==> src/rtl/sdes_round_sequencer.sv <==
// S-DES round sequencer: one shared FK stage carries a byte through IP, two Feistel
// rounds and IP^-1, with valid/ready flow control on both the input and the output side.
module sdes_round_sequencer #(
    parameter logic [9:0] KEY_RESET = 10'b0000000000,
    parameter int         CNT_W     = 16
) (
    input  logic             clk,
    input  logic             rst,
    input  logic             key_load,
    input  logic [9:0]       key_in,
    output logic             key_err,
    input  logic             in_valid,
    output logic             in_ready,
    input  logic [7:0]       in_data,
    input  logic             mode,
    output logic             out_valid,
    input  logic             out_ready,
    output logic [7:0]       out_data,
    output logic             busy,
    output logic [CNT_W-1:0] blk_count
);

    typedef enum logic [1:0] {IDLE, RND1, RND2, DONE} state_t;

    // Each S-box is indexed by {row, col}: row = outer bits, col = inner bits of the nibble.
    localparam logic [1:0] S0_TBL [16] = '{2'd1, 2'd0, 2'd3, 2'd2,
                                           2'd3, 2'd2, 2'd1, 2'd0,
                                           2'd0, 2'd2, 2'd1, 2'd3,
                                           2'd3, 2'd1, 2'd3, 2'd2};
    localparam logic [1:0] S1_TBL [16] = '{2'd0, 2'd1, 2'd2, 2'd3,
                                           2'd2, 2'd0, 2'd1, 2'd3,
                                           2'd3, 2'd0, 2'd1, 2'd0,
                                           2'd2, 2'd1, 2'd0, 2'd3};

    function automatic logic [7:0] ip(input logic [7:0] d);
        return {d[6], d[2], d[5], d[7], d[4], d[0], d[3], d[1]};
    endfunction

    function automatic logic [7:0] ip_inv(input logic [7:0] d);
        return {d[4], d[7], d[5], d[3], d[1], d[6], d[0], d[2]};
    endfunction

    function automatic logic [9:0] p10(input logic [9:0] k);
        return {k[7], k[5], k[8], k[3], k[6], k[0], k[9], k[1], k[2], k[4]};
    endfunction

    function automatic logic [7:0] p8(input logic [9:0] k);
        return {k[4], k[7], k[3], k[6], k[2], k[5], k[0], k[1]};
    endfunction

    // FK: left nibble XOR P4(S-boxes(E/P(right) ^ subkey)); right nibble passes through.
    function automatic logic [7:0] fk(input logic [7:0] d, input logic [7:0] sk);
        logic [7:0] t;
        logic [3:0] s;
        t = {d[0], d[3], d[2], d[1], d[2], d[1], d[0], d[3]} ^ sk;
        s = {S0_TBL[{t[7], t[4], t[6], t[5]}], S1_TBL[{t[3], t[0], t[2], t[1]}]};
        return {d[7:4] ^ {s[2], s[0], s[1], s[3]}, d[3:0]};
    endfunction

    state_t     state;
    logic [9:0] key_reg;
    logic [7:0] data_reg;
    logic       mode_reg;

    logic [9:0] key_p10;
    logic [9:0] ks1;
    logic [9:0] ks3;
    logic [7:0] k1;
    logic [7:0] k2;

    // Both subkeys derive from the stored key only, so key_in changes never reach a byte in flight.
    assign key_p10 = p10(key_reg);
    assign ks1     = {key_p10[8:5], key_p10[9], key_p10[3:0], key_p10[4]};
    assign ks3     = {ks1[7:5], ks1[9:8], ks1[2:0], ks1[4:3]};
    assign k1      = p8(ks1);
    assign k2      = p8(ks3);

    logic       use_k1;
    logic [7:0] fk_key;
    logic [7:0] fk_out;

    // Single FK datapath; the round state and the latched mode pick its subkey.
    assign use_k1 = (state == RND1) ? ~mode_reg : mode_reg;
    assign fk_key = use_k1 ? k1 : k2;
    assign fk_out = fk(data_reg, fk_key);

    // NOTE: every register here uses <= so all of them update together from pre-edge values.
    always_ff @(posedge clk or posedge rst) begin
        if (rst) begin
            state     <= IDLE;
            key_reg   <= KEY_RESET;
            data_reg  <= '0;
            mode_reg  <= 1'b0;
            out_data  <= '0;
            blk_count <= '0;
            out_valid <= 1'b0;
            key_err   <= 1'b0;
            busy      <= 1'b0;
            in_ready  <= 1'b1;
        end else begin
            key_err <= key_load && (state != IDLE);
            case (state)
                IDLE: begin
                    if (key_load) key_reg <= key_in;
                    if (in_valid && in_ready) begin
                        data_reg <= ip(in_data);
                        mode_reg <= mode;
                        state    <= RND1;
                        in_ready <= 1'b0;
                        busy     <= 1'b1;
                    end
                end
                RND1: begin
                    data_reg <= {fk_out[3:0], fk_out[7:4]};
                    state    <= RND2;
                end
                RND2: begin
                    out_data  <= ip_inv(fk_out);
                    out_valid <= 1'b1;
                    state     <= DONE;
                end
                DONE: begin
                    if (out_ready) begin
                        out_valid <= 1'b0;
                        blk_count <= blk_count + CNT_W'(1);
                        state     <= IDLE;
                        in_ready  <= 1'b1;
                        busy      <= 1'b0;
                    end
                end
                default: state <= IDLE;
            endcase
        end
    end

endmodule

==> config.mk <==
export PLATFORM = sky130hd
export DESIGN_NAME = sdes_round_sequencer
export DESIGN_NICKNAME = d
export VERILOG_FILES = /design/src/rtl/sdes_round_sequencer.sv
export SDC_FILE = /design/constraint.sdc
export NUM_CORES = 1
export LEC_CHECK = 0
export CORE_MARGIN = 5
export CORE_UTILIZATION = 40
export DETAILED_ROUTE_END_ITERATION = 16
export GPL_ROUTABILITY_DRIVEN = 0
export PLACE_DENSITY = 0.65
export SYNTH_ARGS = -nofsm -noshare
export SYNTH_HDL_FRONTEND = slang
export SYNTH_SLANG_ARGS = --single-unit
==> constraint.sdc <==
create_clock -name clk -period 3.3 [get_ports clk]
set_input_delay 0.66 -clock clk [delete_from_list [all_inputs] [get_ports clk]]
set_output_delay 0.66 -clock clk [all_outputs]
set_load 0.1 [all_outputs]
# ---- Word-level counts from Yosys, hierarchy flattened
# Memory sizes are Yosys's and may differ from the RTL's.
# Cells that the tools add are included.
dict set report totals {
  rom_bits 64
  word_cells 57
  in_bits 24
  register_bits 49
  output_inout_bits 28
  mem_count 2
}
# name depth word_bits read_ports rd_clocked_by_memory_dff wr line_no
set memory_table {}
lappend memory_table {{(no name shown)} 16 2 1 0 0 56} ;# s = {S0_TBL[{t[7], t[4], t[6], t[5]}], S1_TBL[{t[3], t[0], t[2], t[1]}]};
lappend memory_table {{(no name shown)} 16 2 1 0 0 56}
dict set report op_classes {
  bitwise_logic 5
  muxes 18
  n_addsub 1
  n_reduce_logical 14
  eq_ne 5
  n_lt_le_gt_ge 2
}
# op n
set op_table {}
lappend op_table {{$add A16 B1 Y16 const B} 1}
lappend op_table {{$mux W8} 2}
lappend op_table {{$pmux W8 S2} 1}
lappend op_table {{$mux W2} 6}
lappend op_table {{$reduce_and A2 Y1} 6}
lappend op_table {{$ge A5 B5 Y1 const B} 2}
lappend op_table {{$not A4 Y5} 2}
lappend op_table {{$pmux W2 S4} 1}
lappend op_table {{$reduce_bool A2 Y1} 4}
lappend op_table {{$xor A8 B8 Y8} 1}
lappend op_table {{$pmux W1 S2} 3}
lappend op_table {{$mux W1} 5}
lappend op_table {{$eq A2 B2 Y1 const B} 2}
lappend op_table {{$ne A2 B2 Y1 const B} 2}
lappend op_table {{$xor A4 B4 Y4} 1}
lappend op_table {{$reduce_and A3 Y1} 1}
lappend op_table {{$eq A2 B1 Y1 const B} 1}
lappend op_table {{$logic_and A1 B1 Y1} 2}
lappend op_table {{$logic_not A2 Y1} 1}
lappend op_table {{$not A1 Y1} 1}

# ---- Logic depth before layout (Yosys ltp)
dict set report depth {
  word_depth 10
  depth_mapped 11
  mapped_depth_nobuf 11
}

# ---- Least setup slack after synthesis
# No wires, ideal clock.
dict set report synth_timing {
  path_type {flip-flop to flip-flop}
  startpoint {register state[0]}
  endpoint {register data_reg[1]}
  period_less_slack_ns 2.469
  setup_ns 0.124
  required_time_ns 3.176
  stages_incl_launch_ff 10
  t_arrival_ns 2.345
  n_path_buf 0
  setup_slack_ns 0.831
  path_cell_list {dfrtp_1 > ha_1 > xnor2_4 > mux2i_1 > xnor2_1 > inv_1 > ha_1 > mux2i_1 > mux2i_1 > a211o_1}
}
dict set report synth_between {
  elab_chain_len 10
  elab_cells_between_ends 14
  classes_between {eq/ne: 2; mux: 5; bitwise: 3; reduce/logical: 3; memory: 1}
}
# item line_no
set synth_rtl {}
lappend synth_rtl {{from (decl)} 60} ;# state_t state;
lappend synth_rtl {{from (signal assigned)} 90} ;# state <= IDLE;
lappend synth_rtl {{from (signal assigned)} 108} ;# state <= RND1;
lappend synth_rtl {{from (signal assigned)} 115} ;# state <= RND2;
lappend synth_rtl {{$eq A2 B1 Y1} {83, 102}}
lappend synth_rtl {{$mux W1} 83} ;# assign use_k1 = (state == RND1) ? ~mode_reg : mode_reg;
lappend synth_rtl {{$mux W8} 84} ;# assign fk_key = use_k1 ? k1 : k2;
lappend synth_rtl {{$xor A8 B8 Y8} 55} ;# t = {d[0], d[3], d[2], d[1], d[2], d[1], d[0], d[3]} ^ sk;
lappend synth_rtl {{$not A4 Y5 (not written as such)} 56}
lappend synth_rtl {{$mem_v2 Z16 W2} -}
lappend synth_rtl {{$mux W2 (not written as such) (2 in a row)} 56}
lappend synth_rtl {{$xor A4 B4 Y4} 57} ;# return {d[7:4] ^ {s[2], s[0], s[1], s[3]}, d[3:0]};
lappend synth_rtl {{$pmux W8 S2} 102} ;# case (state)
lappend synth_rtl {{to (signal assigned)} 106} ;# data_reg <= ip(in_data);
lappend synth_rtl {{to (signal assigned)} 114} ;# data_reg <= {fk_out[3:0], fk_out[7:4]};
lappend synth_rtl {{to (decl)} 62} ;# logic [7:0] data_reg;
# Several ways; a longest one is shown, not always the timed one. The select of a mux whose other input is x is not followed.
# A chain may end at the register's enable or synchronous reset.

# ---- Final worst setup path
# Same ends and word-level chain as after synthesis.

==> results_dict.tcl <==
set metrics [dict create \
    vias 1730 \
    muxShareOfSynthArea_pct 14.8 \
    grt_pass1_wl_mm 8.45 \
    drt_pass1_iterations 4 \
    fillers 546 \
    area_delta_synth_final_pct 26.0 \
    routed_wl_mm 5.22 \
    cts_sinks 49 \
    dpl.hpwl_mm 3.90 \
    synth_most_common_cell "dfrtp_1" \
    syn_avg_cell_area_um2 11.1 \
    cts_resized 0 \
    critPathRequiredTime_ps 3490 \
    largest_reg_flops 16 \
    rsz0062_at_grt "no" \
    synth_cell_type_count 32 \
    hp-start "blk_count[15]$_DFFE_PP0P_" \
    rr_startpoint "state[0]$_DFFE_PP0P_" \
    core.rowCount 28 \
    crit_start "state[0]$_DFFE_PP0P_" \
    ys_seq_area_share_pct 49.7 \
    ant_nets 0 \
    worst_ep_arrival_time_ps 2860 \
    nets 307 \
    synthTopCellsByArea "dfrtp_1, xnor2_1, mux2_2" \
    htreeDepth 2 \
    cts_setup_buffers 0 \
    ys_ff_latch 49 \
    synth_compound_area_share_pct 6.14 \
    synth-simple-area-share_pct 11.5 \
    ctsHoldBuffers 0 \
    die_y_um 88.5 \
    clk_pin_slew_ps 90 \
    chipWidth_um 88.5 \
    slew_violations 0 \
    synth_top_family_by_area "multiplexers" \
    outcome "completed" \
    cts_tree "built" \
    drive_above_1_share_pct 21.2 \
    finalHoldViolations 0 \
    synthCells 222 \
    die_area_mm2 0.00784 \
    r2r_end "data_reg[1]$_DFFE_PP0P_" \
    initial_utilization_pct 41.4 \
    grt_pass1_vias 1763 \
    drt_iter0_drc 55 \
    routedWlPerCell_um 14.8 \
    drc 0 \
    finalSetupViolations 0 \
    synth_common_cells "dfrtp_1, xnor2_1, nand2_1" \
    worstSetupStartpointType "flop" \
    cts_buffers 5 \
    root_buffer "clkbuf_8" \
    synth_xor_area_share_pct 12.4 \
    synth_edf_count 0 \
    antennaDiodeCount 0 \
    period_share_pct 80.7 \
    min_period_ps 2660 \
    drv_cap 0 \
    ioPinCount 52 \
    synth_top_area_cell "dfrtp_1" \
    min_path_cells 1 \
    yosysTopAreaCellShare_pct 48.7 \
    io_buffers 51 \
    crit_path_end_kind "flop" \
    fmax_mhz 376 \
    async_flop_share_pct 100 \
    core-area_mm2 0.00596 \
    r2r_slack_ps 640 \
    max_slew.worst_pin.slew_ps 761 \
    syn-num-nets 252 \
    tns_ps 0 \
    syn-cell-area_mm2 0.00247 \
    max_slew_margin_pct 48.8 \
    grt_max_degree 37 \
    synth_fa_ha_area_share_pct 3.04 \
    grt_overflow 0 \
    whs_endpoint "blk_count[15]$_DFFE_PP0P_" \
    cts_buffer_depth 2 \
    synth_warnings 0 \
    fin_skew_ps 11.3 \
    hold_path.class "reg2reg" \
    crit_type "reg2reg" \
    antenna_found_initial 0 \
    viasPerCell 4.90 \
    ys.flop_type "dfrtp_1" \
    cp_max_fo 8 \
    track_usage_pct 13.9 \
    clock_latency_ps 310 \
    reg2reg_depth 9 \
]
==> routing by layer <==
layer | GRT usage, % | vias up | part of all wire (%)
met4 | 3.30 | 0 | 1.1
met3 | 5.49 | 5 | 6.8
met2 | 22.3 | 42 | 46
met5 | 0 | - | 0
li1 | - | 868 | -
met1 | 17.7 | 815 | 46
==> per-stage QoR <==
step | utilization [%] | setup slack (ps) | cell area, um2 | hold slack, ps | instances
final | 52.2 | 638 | 3110 | 487 | 353
after floorplan | - | 831 | 2470 | 469 | 222
after global placement | 50.4 | 725 | 3000 | 467 | 345
after detailed placement | 50.4 | 665 | 3000 | 478 | 345
after CTS | 52.2 | 636 | 3110 | 491 | 353
after global routing | 52.2 | 469 | 3110 | 521 | 353
==> kinds of logic (layout without fill, tap and decap cells) <==
logic type      after synthesis  count (layout)
xor+xnor                     32              32
mux                          34              34
buf+inv                      16              72
compound gates               26              26
simple gates                 59              59
fa+ha+maj                     6               6
flops                        49              49
==> worst max-delay path: stages (launching register included) <==
cell	delay, ps
dfrtp_1	430
ha_1	280
xnor2_4	360
mux2i_1	270
xnor2_1	200
inv_1	90
ha_1	290
mux2i_1	240
mux2i_1	110
a211o_1	270
==> cell usage in the layout, fill, tap and decap left out <==
cell type,n
and3_1,5
bufinv_16,1
ha_1,6
buf_4,31
xnor2_1,25
o21ai_0,9
dfrtp_1,48
nor2_1,8
mux2_2,16
inv_1,9
o32ai_1,1
nand2_1,24
clkbuf_1,1
xor2_2,1
nand3_1,9
clkinv_2,1
clkdlybuf4s50_1,23
nand4b_1,1
nor2b_1,1
o32a_1,1
nand4_1,4
mux2i_2,1
or3_1,3
clkbuf_8,5
nor3b_1,1
and2_1,1
dfstp_2,1
a21oi_1,10
xor2_1,5
o22ai_1,1
a31oi_1,1
and4_1,1
a21boi_0,1
a211o_1,2
xnor2_4,1
nor3_1,1
mux2i_1,17
inv_2,1
==> worst max-delay path by stage <==
stage                                    to  slack (ps)  depth (start not counted)
finish              data_reg[1]$_DFFE_PP0P_         640                          9
global route        data_reg[1]$_DFFE_PP0P_         470                         10
CTS                 data_reg[1]$_DFFE_PP0P_         640                          9
detailed placement  data_reg[1]$_DFFE_PP0P_         670                         10
global placement    data_reg[1]$_DFFE_PP0P_         730                          9
floorplan           data_reg[1]$_DFFE_PP0P_         830                          9
==> area by class of cell <==
type	instances	area (um2)	area share (%)
Multi-Input combinational cell	157	1180	37.9
Inverter	10	37.5	1.21
Clock buffer	6	72.6	2.33
Tap cell	75	93.8	3.02
Timing Repair Buffer	54	463	14.9
Clock inverter	2	35.0	1.13
Sequential cell	49	1230	39.5
Power is left out: the tool's default activity adds up to more than one toggle a clock period on the data nets, which glitch-free logic cannot reach.
==> RTL change (same flow settings) <==
`CNT_W`: 16 -> 32.
--- a/src/rtl/sdes_round_sequencer.sv
+++ b/src/rtl/sdes_round_sequencer.sv
@@ -2,7 +2,7 @@
 // rounds and IP^-1, with valid/ready flow control on both the input and the output side.
 module sdes_round_sequencer #(
     parameter logic [9:0] KEY_RESET = 10'b0000000000,
-    parameter int         CNT_W     = 16
+    parameter int         CNT_W     = 32
 ) (
     input  logic             clk,
     input  logic             rst,
Interface: changed (resized blk_count); port bits go from 52 to 68. The function was not compared with the original's and may differ.
==> RTL change against the original RTL <==
Worst setup slack lost 0.050 ns. Final area grew 31%. Clock skew shrank 0.0051 ns. Via count grew 32%. Sequential share of layout area grew 0.44 points. Routed wire length grew 31%. Sequential cell count grew 16. Synthesized cell count grew 28%. Synthesized area grew 30%. First-iteration DRC count grew 73%. Hold slack lost 0.012 ns.
Power is left out: it rests on default switching activity, and per cell area and clock period it moved more than threefold.
==> RTL change: results (changes against the original RTL) <==
largest family of logic cells by synthesized area=XOR/XNOR gates (was multiplexers); Critical-path top delay cell=dfrtp_1 (unchanged); largest fanout on the critical path=4 (was 8); number of buffers created by CTS=9 (was 5); Non-Filler Instances=467 (was 353); Reg2Reg Setup Slack=0.59 ns (was 0.64 ns); WL final=6839 microns (was 5224 microns); Post-Syn Nets=315 (was 252); status=finished clean (unchanged); worst rel slew slack=55.98% (was 48.76%); initial DRC count=95 (was 55); CP max stage delay=0.41 ns (was 0.43 ns); Avg Synthesized Cell Area=11.25 sq um (was 11.11 sq um); synth top area cells=dfrtp_1 50%, xnor2_1 7.6%, mux2_2 6.3% (was dfrtp_1 49%, xnor2_1 8.9%, mux2_2 7.3%); critical path arrival=2.93 ns (was 2.86 ns); first-pass GRT wire length=11360 microns (was 8452 microns); DP HPWL=5019 microns (was 3897 microns); # port buffers=67 (was 51); Worst Clk Skew=0.006195 ns (was 0.01131 ns); layout cells sized above 1=24.11% (was 21.22%); fillers=735 (was 546); post-synthesis compound-gate area fraction=4.643% (was 6.136%); xor/xnor share of the synthesized area=14.79% (was 12.42%); Worst-path clk slew=0.07 ns (was 0.09 ns); Nets=391 (was 307); synth cell count leaders=64 x dfrtp_1, 33 x nand2_1, 28 x xnor2_1 (was 48 x dfrtp_1, 25 x xnor2_1, 24 x nand2_1); gr usage total=14.33% (was 13.89%); H-tree depth=3 (was 2); sequential area share after synthesis=50.76% (was 49.75%); largest net degree at the start of global routing=36 (was 37); Synth Area in Adders=2.341% (was 3.043%); mux cell area share after synthesis=11.94% (was 14.76%); max reg flops=32 (was 16); dpl cells=452 (was 345); Worst-Skew Late Latency=0.33 ns (was 0.31 ns)
==> RTL change: cell count changes after synthesis, sizes merged, moves of 4 or more <==
cell | before | now
nor2 | 8 | 12
xnor2 | 26 | 33
xor2 | 6 | 16
dfrtp | 48 | 64
nand3 | 9 | 14
nand2 | 24 | 33
and3 | 5 | 11
==> RTL change: per-stage QoR <==
step           setup slack [ns]  utilization [%]  instance area [sq um]  hold slack, ns
3_5_place_dp             0.6278            50.40                   3915          0.4674
5_1_grt                  0.3974            52.50                   4078          0.4954
6_report                 0.5882            52.50                   4078          0.4742
3_3_place_gp             0.6965            50.40                   3915          0.4682
4_1_cts                  0.6136            52.50                   4078          0.4779
2_1_floorplan            0.6571                -                   3207          0.4787
==> RTL change: worst paths after layout <==
check,startpoint,end,depth (start not counted)
worst max-delay path,state[1],data_reg[1],10
worst min-delay path,blk_count[31],blk_count[31],1
worst max register to register,state[1],data_reg[1],10
worst min register to register,blk_count[31],blk_count[31],1
max in group asynchronous,rst,in_ready,3
min in group asynchronous,rst,blk_count[20],2
==> RTL change: final cells by class <==
type	count	area share, %
Tap cell	102	3.130
Sequential cell	65	39.92
Inverter	10	0.9205
Multi-Input combinational cell	204	37.25
Timing Repair Buffer	71	14.79
Clock inverter	3	0.4296
Clock buffer	12	3.559
==> RTL change: layer usage <==
layer | track usage, % | vias up | part of all wire [%]
met1 | 19.41 | 1085 | 48
met3 | 5.119 | 8 | 6.8
met5 | 0 | - | 0
li1 | - | 1125 | -
met4 | 4.727 | 0 | 0.92
met2 | 21.38 | 60 | 45
==> RTL change: worst max-delay path: cells and delay by family (launching register included) <==
kind	cells	cell delay (ns)
flops	1	0.41
xor+xnor	2	0.51
compound gates	1	0.27
mux	3	0.63
buf+inv	2	0.19
fa+ha+maj	2	0.58
